File: config.mk
export PLATFORM = sky130hd
export DESIGN_NAME = pixel_sender
export DESIGN_NICKNAME = d
export VERILOG_FILES = /design/src/rtl/pixel_sender_pkg.sv /design/src/rtl/pixel_fifo2.sv /design/src/rtl/pixel_sender.sv
export SDC_FILE = /design/constraint.sdc
export NUM_CORES = 1
export LEC_CHECK = 0
export CAP_MARGIN = 20
export CORE_MARGIN = 2
export CORE_UTILIZATION = 35
export CTS_BUF_LIST = sky130_fd_sc_hd__clkbuf_8
export DETAILED_ROUTE_END_ITERATION = 8
export PLACE_DENSITY_LB_ADDON = 0.08
export SLEW_MARGIN = 20
export SYNTH_ARGS = -nofsm -noshare
export SYNTH_HDL_FRONTEND = slang
export SYNTH_HIERARCHICAL = 1
export SYNTH_SLANG_ARGS = --single-unit
export TNS_END_PERCENT = 30
File: constraint.sdc
create_clock -name clk -period 2.8 [get_ports clk]
set_clock_uncertainty 0.1 [all_clocks]
set_input_delay 0.56 -clock clk [delete_from_list [all_inputs] [get_ports clk]]
set_output_delay 0.56 -clock clk [all_outputs]
set_load 0.02 [all_outputs]
File: src/rtl/pixel_sender_pkg.sv
// Shared widths, the RGB word type and the pixel_sender FSM state encoding.
package MyDefine;
    localparam int IMG_BIT     = 8;
    localparam int TAG_BIT     = 4;
    localparam int IMG_SIZE    = 16;
    localparam int CL_IMG_SIZE = $clog2(IMG_SIZE + 1);
    localparam int TYPE_BIT    = 2;
    localparam int SUM_BIT     = IMG_BIT + CL_IMG_SIZE;
    localparam int ADDR_BIT    = 12;

    // index 0 = R, 1 = G, 2 = B
    typedef logic [2:0][IMG_BIT-1:0] rgb_t;

    typedef enum logic [1:0] {
        IDLE,
        STREAM,
        WAIT_RES
    } state_t;
endpackage

File: src/rtl/pixel_fifo2.sv
// Two-entry RGB FIFO between the pixel memory read port and the downstream handshake.
module pixel_fifo2
    import MyDefine::*;
(
    input  logic       clk,
    input  logic       rst,
    input  logic       push,
    input  rgb_t       wdata,
    input  logic       pop,
    output rgb_t       rdata,
    output logic       empty,
    output logic [1:0] count
);

    rgb_t       mem [2];
    logic       wr_ptr;
    logic       rd_ptr;
    logic [1:0] cnt;
    logic       pop_ok;

    assign pop_ok = pop && (cnt != 2'd0);

    always_ff @(posedge clk) begin
        if (rst) begin
            mem[0] <= '0;
            mem[1] <= '0;
            wr_ptr <= 1'b0;
            rd_ptr <= 1'b0;
            cnt    <= '0;
        end else begin
            if (push) begin
                mem[wr_ptr] <= wdata;
                wr_ptr      <= ~wr_ptr;
            end
            if (pop_ok) begin
                rd_ptr <= ~rd_ptr;
            end
            case ({push, pop_ok})
                2'b10:   cnt <= cnt + 2'd1;
                2'b01:   cnt <= cnt - 2'd1;
                default: cnt <= cnt;
            endcase
        end
    end

    assign rdata = mem[rd_ptr];
    assign empty = (cnt == 2'd0);
    assign count = cnt;

endmodule

File: src/rtl/pixel_sender.sv
// Fetches one IMG_SIZE-pixel image from memory, streams it downstream with
// valid/ready, then waits for and registers the downstream result.
module pixel_sender
    import MyDefine::*;
(
    input  logic                   clk,
    input  logic                   rst,
    input  logic                   job_valid,
    output logic                   job_ready,
    input  logic [TAG_BIT-1:0]     job_tag,
    input  logic [ADDR_BIT-1:0]    job_base,
    output logic                   mem_req,
    output logic [ADDR_BIT-1:0]    mem_addr,
    input  rgb_t                   mem_rdata,
    output logic                   pixel_valid,
    input  logic                   pixel_ready,
    output rgb_t                   pixel_data,
    output logic [TAG_BIT-1:0]     pixel_tag,
    input  logic                   img_valid,
    input  logic [TAG_BIT-1:0]     img_tag,
    input  logic [TYPE_BIT-1:0]    img_type,
    input  logic [CL_IMG_SIZE-1:0] img_num,
    input  logic [SUM_BIT-1:0]     img_sum,
    output logic                   done_valid,
    output logic [TAG_BIT-1:0]     done_tag,
    output logic [TYPE_BIT-1:0]    done_type,
    output logic [CL_IMG_SIZE-1:0] done_num,
    output logic [SUM_BIT-1:0]     done_sum,
    output logic                   done_err
);

    state_t                 state, state_nxt;
    logic [TAG_BIT-1:0]     tag_q;
    logic [ADDR_BIT-1:0]    base_q;
    logic [CL_IMG_SIZE-1:0] issue_cnt;
    logic [CL_IMG_SIZE-1:0] sent_cnt;
    logic                   in_flight;
    logic                   fifo_empty;
    logic [1:0]             fifo_count;
    logic                   xfer;
    logic [2:0]             in_use;

    pixel_fifo2 u_fifo (
        .clk   (clk),
        .rst   (rst),
        .push  (in_flight),
        .wdata (mem_rdata),
        .pop   (xfer),
        .rdata (pixel_data),
        .empty (fifo_empty),
        .count (fifo_count)
    );

    assign pixel_valid = !fifo_empty;
    assign pixel_tag   = tag_q;
    assign xfer        = pixel_valid && pixel_ready;
    assign mem_addr    = base_q + ADDR_BIT'(issue_cnt);

    // A slot being popped this cycle counts as free, so a new read can land
    // in it one cycle later; this is what sustains one pixel per cycle.
    assign in_use = 3'(fifo_count) + 3'(in_flight) - 3'(xfer);

    always_comb begin
        state_nxt = state;
        job_ready = 1'b0;
        mem_req   = 1'b0;
        case (state)
            IDLE: begin
                job_ready = 1'b1;
                if (job_valid) begin
                    state_nxt = STREAM;
                end
            end
            STREAM: begin
                mem_req = (issue_cnt < CL_IMG_SIZE'(IMG_SIZE)) && (in_use < 3'd2);
                if (xfer && (sent_cnt == CL_IMG_SIZE'(IMG_SIZE - 1))) begin
                    state_nxt = WAIT_RES;
                end
            end
            WAIT_RES: begin
                if (img_valid) begin
                    state_nxt = IDLE;
                end
            end
            default: state_nxt = IDLE;
        endcase
    end

    always_ff @(posedge clk) begin
        if (rst) begin
            state      <= IDLE;
            tag_q      <= '0;
            base_q     <= '0;
            issue_cnt  <= '0;
            sent_cnt   <= '0;
            in_flight  <= 1'b0;
            done_valid <= 1'b0;
            done_tag   <= '0;
            done_type  <= '0;
            done_num   <= '0;
            done_sum   <= '0;
            done_err   <= 1'b0;
        end else begin
            state      <= state_nxt;
            in_flight  <= mem_req;
            done_valid <= 1'b0;
            if (job_valid && job_ready) begin
                tag_q     <= job_tag;
                base_q    <= job_base;
                issue_cnt <= '0;
                sent_cnt  <= '0;
            end else begin
                if (mem_req) begin
                    issue_cnt <= issue_cnt + CL_IMG_SIZE'(1);
                end
                if (xfer) begin
                    sent_cnt <= sent_cnt + CL_IMG_SIZE'(1);
                end
            end
            if ((state == WAIT_RES) && img_valid) begin
                done_valid <= 1'b1;
                done_tag   <= img_tag;
                done_type  <= img_type;
                done_num   <= img_num;
                done_sum   <= img_sum;
                done_err   <= (img_tag != tag_q);
            end
        end
    end

endmodule
# Word level (Yosys, flattened, before mapping)
# Memories as Yosys holds them, arrays and structs flattened. A register that Yosys moved wholly into a read port is not among the register bits.
# Index checks and enable logic that the tools add are counted.
# Widths: inputs -> output; s select.
[totals] regBits=59 mem_bits_rw=48 in_bits=69 out_inout_bits=69 wordCells=68 mem_count=1
[memory_table] memory="u_fifo.mem" depth=2 word_bits=24 read_ports=1 rd_ports_with_merged_regs=1 write_ports=2 line_no="pixel_fifo2.sv:15" text="rgb_t mem [2];"
[classes] n_addsub=7 order_cmp=2 eq_ne=9 muxes=18 n_bitwise=2 n_reduce_logical=14
[op_table] cell="$mux 24" count=1
[op_table] cell="$reduce_or 24->1" count=1
[op_table] cell="$add 12x5->12" count=1
[op_table] cell="$mux 1" count=12
[op_table] cell="$add 5x1->5 const B" count=2
[op_table] cell="$logic_and 1x1->1" count=6
[op_table] cell="$mux 2" count=3
[op_table] cell="$ne 2x2->1 const B" count=3
[op_table] cell="$pmux 2 s3" count=1
[op_table] cell="$eq 5x4->1 const B" count=1
[op_table] cell="$lt 5x5->1 const B" count=1
[op_table] cell="$eq 2x1->1 const B" count=2
[op_table] cell="$eq 2x2->1 const B" count=2
[op_table] cell="$logic_not 2->1" count=2
[op_table] cell="$ne 4x4->1" count=1
[op_table] cell="$pmux 2 s2" count=1
[op_table] cell="$reduce_bool 2->1" count=2
[op_table] cell="$add 2x1->3" count=1
[op_table] cell="$lt 3x2->1 const B" count=1
[op_table] cell="$reduce_and 3->1" count=1
[op_table] cell="$sub 3x1->3" count=1
[op_table] cell="$add 2x1->2 const B" count=1
[op_table] cell="$not 1->1" count=2
[op_table] cell="$reduce_or 2->1" count=1
[op_table] cell="other kinds (2)" count=2

# Depth between registers and ports, before layout
[depth] word_depth=7 mapped_depth=9

# Hierarchy
# Netlist, hierarchy kept.
[by_module_without_submodules] mod="pixel_sender" instances=1 cells_per_inst=314 area_each_um2=2528.7 seq_area_each_um2=1101.1
[by_module_without_submodules] mod="pixel_fifo2" instances=1 cells_per_inst=179 area_each_um2=2303.5 seq_area_each_um2=1541.5

# Least setup slack after synthesis
# No wires, ideal clock.
[synth_timing] kind="register to output" start="reg u_fifo.cnt[1] (netlist: u_fifo/count[1])" end="out mem_req" arrival_time_ns=2.060 required_time_ns=2.140 setup_slack_ns=0.080 stages_incl_launch_ff=9 path_cell_list="dfxtp_1 > nor2_1 > nand2b_1 > nor2_1 > o21ai_0 > fa_1 > nand4bb_1 > buf_2 > nor2_1"
[synth_via] elab_chain_cells=7
[synth_lines] item="from (decl)" line_no="pixel_fifo2.sv:18" text="logic [1:0] cnt;"
[synth_lines] item="from (signal assigned)" line_no="pixel_fifo2.sv:39" text="2'b10: cnt <= cnt + 2'd1;"
[synth_lines] item="from (signal assigned)" line_no="pixel_fifo2.sv:40" text="2'b01: cnt <= cnt - 2'd1;"
[synth_lines] item="from (signal assigned)" line_no="pixel_fifo2.sv:41" text="default: cnt <= cnt;"
[synth_lines] item="$logic_not 2->1" line_no="pixel_fifo2.sv:47" text="assign empty = (cnt == 2'd0);"
[synth_lines] item="named net fifo_empty" line_no="pixel_sender.sv:38" text="logic fifo_empty;"
[synth_lines] item="$logic_not 1->1" line_no="pixel_sender.sv:54" text="assign pixel_valid = !fifo_empty;"
[synth_lines] item="$logic_and 1x1->1" line_no="pixel_sender.sv:56" text="assign xfer = pixel_valid && pixel_ready;"
[synth_lines] item="$sub 3x1->3" line_no="pixel_sender.sv:61" text="assign in_use = 3'(fifo_count) + 3'(in_flight) - 3'(xfer);"
[synth_lines] item="$lt 3x2->1" line_no="pixel_sender.sv:75" text="mem_req = (issue_cnt < CL_IMG_SIZE'(IMG_SIZE)) && (in_use < 3'd2);"
[synth_lines] item="$logic_and 1x1->1" line_no="pixel_sender.sv:75"
[synth_lines] item="$mux 1" line_no="pixel_sender.sv:67" text="case (state)"
[synth_lines] item="to (decl)" line_no="pixel_sender.sv:12" text="output logic mem_req,"
# The timed path passes the listed nets, and every way through them passes these cells.

# Final worst setup path
# Ends and elaborated chain as after synthesis.

==> summary.txt <==
Clocking
  • CTS tree: built
  • Number of clock sinks: 108
  • Longest Clk Path Bufs: 2
  • Post-CTS Hold Fix Bufs: 0
  • CTS Buf Count: 9
  • Clk slew on worst S/H paths: 100 ps
  • Root Driver: clkbuf_8
  • H-Tree Level Count: 3
  • Clk_lat worst skew: 370 ps

Synth
  • Yosys warns: 6
  • Most used DFF post-synth: dfxtp_1
  • Post-synth net total: approximately 570
  • Syn Inst Count: 493
  • Synthesized cell area: 4830 µm²
  • Yosys reg bits: 108
  • Async set-reset flop share out of synthesis: 0%
  • Sequential area share after synthesis: 54.7%
  • Post-synth cell types: 46
  • Post-synth EDFFs: 48
  • Syn Area/Cell: just under 10 µm²

Routing
  • Routed length per instance: 14.4 µm
  • Routed WL: between 10,000 and 15,000 µm
  • # DRC: 0
  • Vias per inst: roughly 4.8
  • Vias: 3,929
  • Post-route ant nets: 0
  • 1st-iter DRT viols: 142
  • DRT Pass-1 Iters: 4

Power
  • Max IR drop VDD: 0.195 mV
  • Sw Pwr: 808 µW
  • Reg power frac: 54.5%
  • Comb power frac: 16.9%
  • Internal power: approximately 2400 µW
  • P_leak: 0.00244 µW
  • Pwr Total: 3210 µW
  • Sw Ratio: between 20 and 30%
  • P per Cell Area: between 400 and 500 nW/µm²
  • Clk pwr share: 28.6%

Global route
  • Grt ovf: 0
  • Number of global-route vias before repair: 3,948
  • First-pass GRT wire length: around 19,000 µm
  • Initial antenna violation count: 0
  • Overall Global Routing Usage: roughly 16%
  • Largest net degree at the start of global routing: 45

Die
  • Core Rows: 42
  • Die area: 14,800 µm²
  • Starting Density: 36.2%
  • Ports: between 100 and 150
  • CORE AREA: 13,300 µm²
  • Die Y: around 120 µm
  • Die Wd: 122 µm

Finish
  • FILL cells: approximately 1,300
  • Area Overhead vs Synth: 38.8%
  • Share of cells above drive strength 1: 14.3%
  • Commonest non-fill, non-tap cells in the layout: 124 x clkdlybuf4s50_1, 90 x nand2_1, 60 x nor2_1, 59 x dfxtp_1, 53 x a21oi_1
  • Fin util: 50.2%
  • Most common cell after layout, fill and taps aside: clkdlybuf4s50_1
  • Ant. Diodes: 0
  • Net count, final: between 700 and 800

Setup path
  • Slowest Stage Delay on Critical Path: 520 ps
  • Crit end category: primary output
  • Startpoint Class: register
  • CP max stage cell: fa_1
  • Worst-path cell chain: nor2_2 -> nand2b_4 -> and2_4 -> o21ai_1 -> fa_1 -> nand4bb_1 -> nor2_1 -> buf_4
  • Crit-path max FO: 3
  • Worst EP arrival: roughly 2100 ps
  • Crit path kind: register to primary output
  • Worst Path Required: around 2100 ps

STA
  • # setup viols final: 0
  • Hold violation count in the final report: 0
  • Post-route setup slack: 56.2 ps
  • Total negative setup slack: 0 ps
  • Min Tclk post-route: 2740 ps
  • Worst rel slew slack: 57.5%
  • Final period utilization: a little over nine tenths
  • Worst slew pin tran: 637 ps
  • Pins Over Slew Limit: 0
  • RSZ-0062 raised after global routing: yes
  • Highest clock rate: 364 MHz

Worst hold path
  • HP Class: register to register

Placed design
  • Routability congestion estimate: a little under 0.8
  • Post-Place Setup Slack: -600 ps
  • Placed wire-length estimate: just over 8000 µm
  • Number of port buffers: 137

Job
  • Number of max-cap violations: 0

Run status
  • Run status: completed
## worst max-delay path, delay by kind of cell, from the launching register on
kind,cells,cell delay [ps]
AO/OA/AOI/OAI,1,70
adder cells (fa/ha/maj),1,520
buffers and inverters,1,150
flip-flops,1,340
AND/OR/NAND/NOR,5,650
## metrics by stage
| step | instances | area, µm² | hold slack [ps] |
|---|---|---|---|
| 2_1_floorplan | 493 | 4830 | 341 |
| 3_3_place_gp | 807 | 6520 | 343 |
| 3_5_place_dp | 807 | 6520 | 346 |
| 4_1_cts | 825 | 6710 | 359 |
| 5_1_grt | 825 | 6710 | 383 |
| 6_report | 825 | 6710 | 359 |
## worst paths after layout
kind | from | endpoint | slack (ps) | cells past startpoint
hold / removal | done_sum[3] | done_sum[3] | 360 | 2
setup reg to reg | u_fifo/count[1] | issue_cnt[3] | 140 | 11
hold reg to reg | done_sum[3] | done_sum[3] | 360 | 2
setup / recovery | u_fifo/count[1] | mem_req | 60 | 8
## state kept, by name, summed over array words and instances, names as in the netlist, 2 cells and up, named ones only
signal	flops
done_type	2
sent_cnt	5
done_sum	13
u_fifo/count	2
issue_cnt	5
state	2
base_q	12
done_num	5
u_fifo/mem	48
pixel_tag	4
done_tag	4
## area by class of cell
class | count | area, µm² | area share [%]
clock buffer | 9 | 124 | 1.85
multi-input combinational | 350 | 2060 | 30.7
timing repair buffer | 169 | 1580 | 23.5
clock inverter | 7 | 61.3 | 0.914
tap | 176 | 220 | 3.28
sequential | 108 | 2640 | 39.4
inverter | 6 | 22.5 | 0.336
## synth_stat cells, types with 3 or more instances
master    count  area [µm²]
a211oi_1      3        22.5
inv_1         5        18.8
mux2_2       24         270
clkbuf_1     14        52.6
nand3_1       5        25.0
buf_2        13        65.1
o211ai_1      8        60.1
xnor2_1       7        61.3
edfxtp_1     48        1440
ha_1          9         113
nand2b_1     30         188
xor2_1        8        70.1
o21ai_0      10        50.1
dfxtp_1      60        1200
nand2_1      90         338
nor2_1       61         229
or3_1         5        31.3
a21oi_1      53         265
## power by group through the flow
stage	clock [µW]	combinational, µW	sequential, µW
floorplan	0	264	1780
global placement	0	542	1780
detailed placement	0	544	1780
CTS	957	547	1750
global route	1030	590	1750
finish	918	541	1750
## routing by layer
layer	vias up	GRT usage [%]	wire (µm)
li1	1984	-	-
met1	1839	19.9	5080
met2	99	27.8	5770
met3	7	6.34	931
met4	0	4.17	85
met5	-	0	0
## what timing repair did
| action | 4_1_cts | 5_1_grt |
|---|---|---|
| gates resized for setup | 35 | 13 |
| gates cloned | 0 | 0 |
| endpoints found under the setup margin | 11 | 11 |
| buffers inserted | 2 | 0 |
| pin swaps | 4 | 2 |
## logic make-up after synthesis
| kind of cell | count (synthesis) | synth area share (%) |
|---|---|---|
| AND/OR/NAND/NOR | 214 | 20.4 |
| XOR/XNOR | 15 | 2.72 |
| AO/OA/AOI/OAI | 86 | 10.1 |
| flip-flops | 108 | 54.7 |
| multiplexers | 24 | 5.59 |
| buffers and inverters | 35 | 3.29 |
| adder cells (fa/ha/maj) | 11 | 3.16 |
No activity file was read; power rests on OpenSTA's default activity.
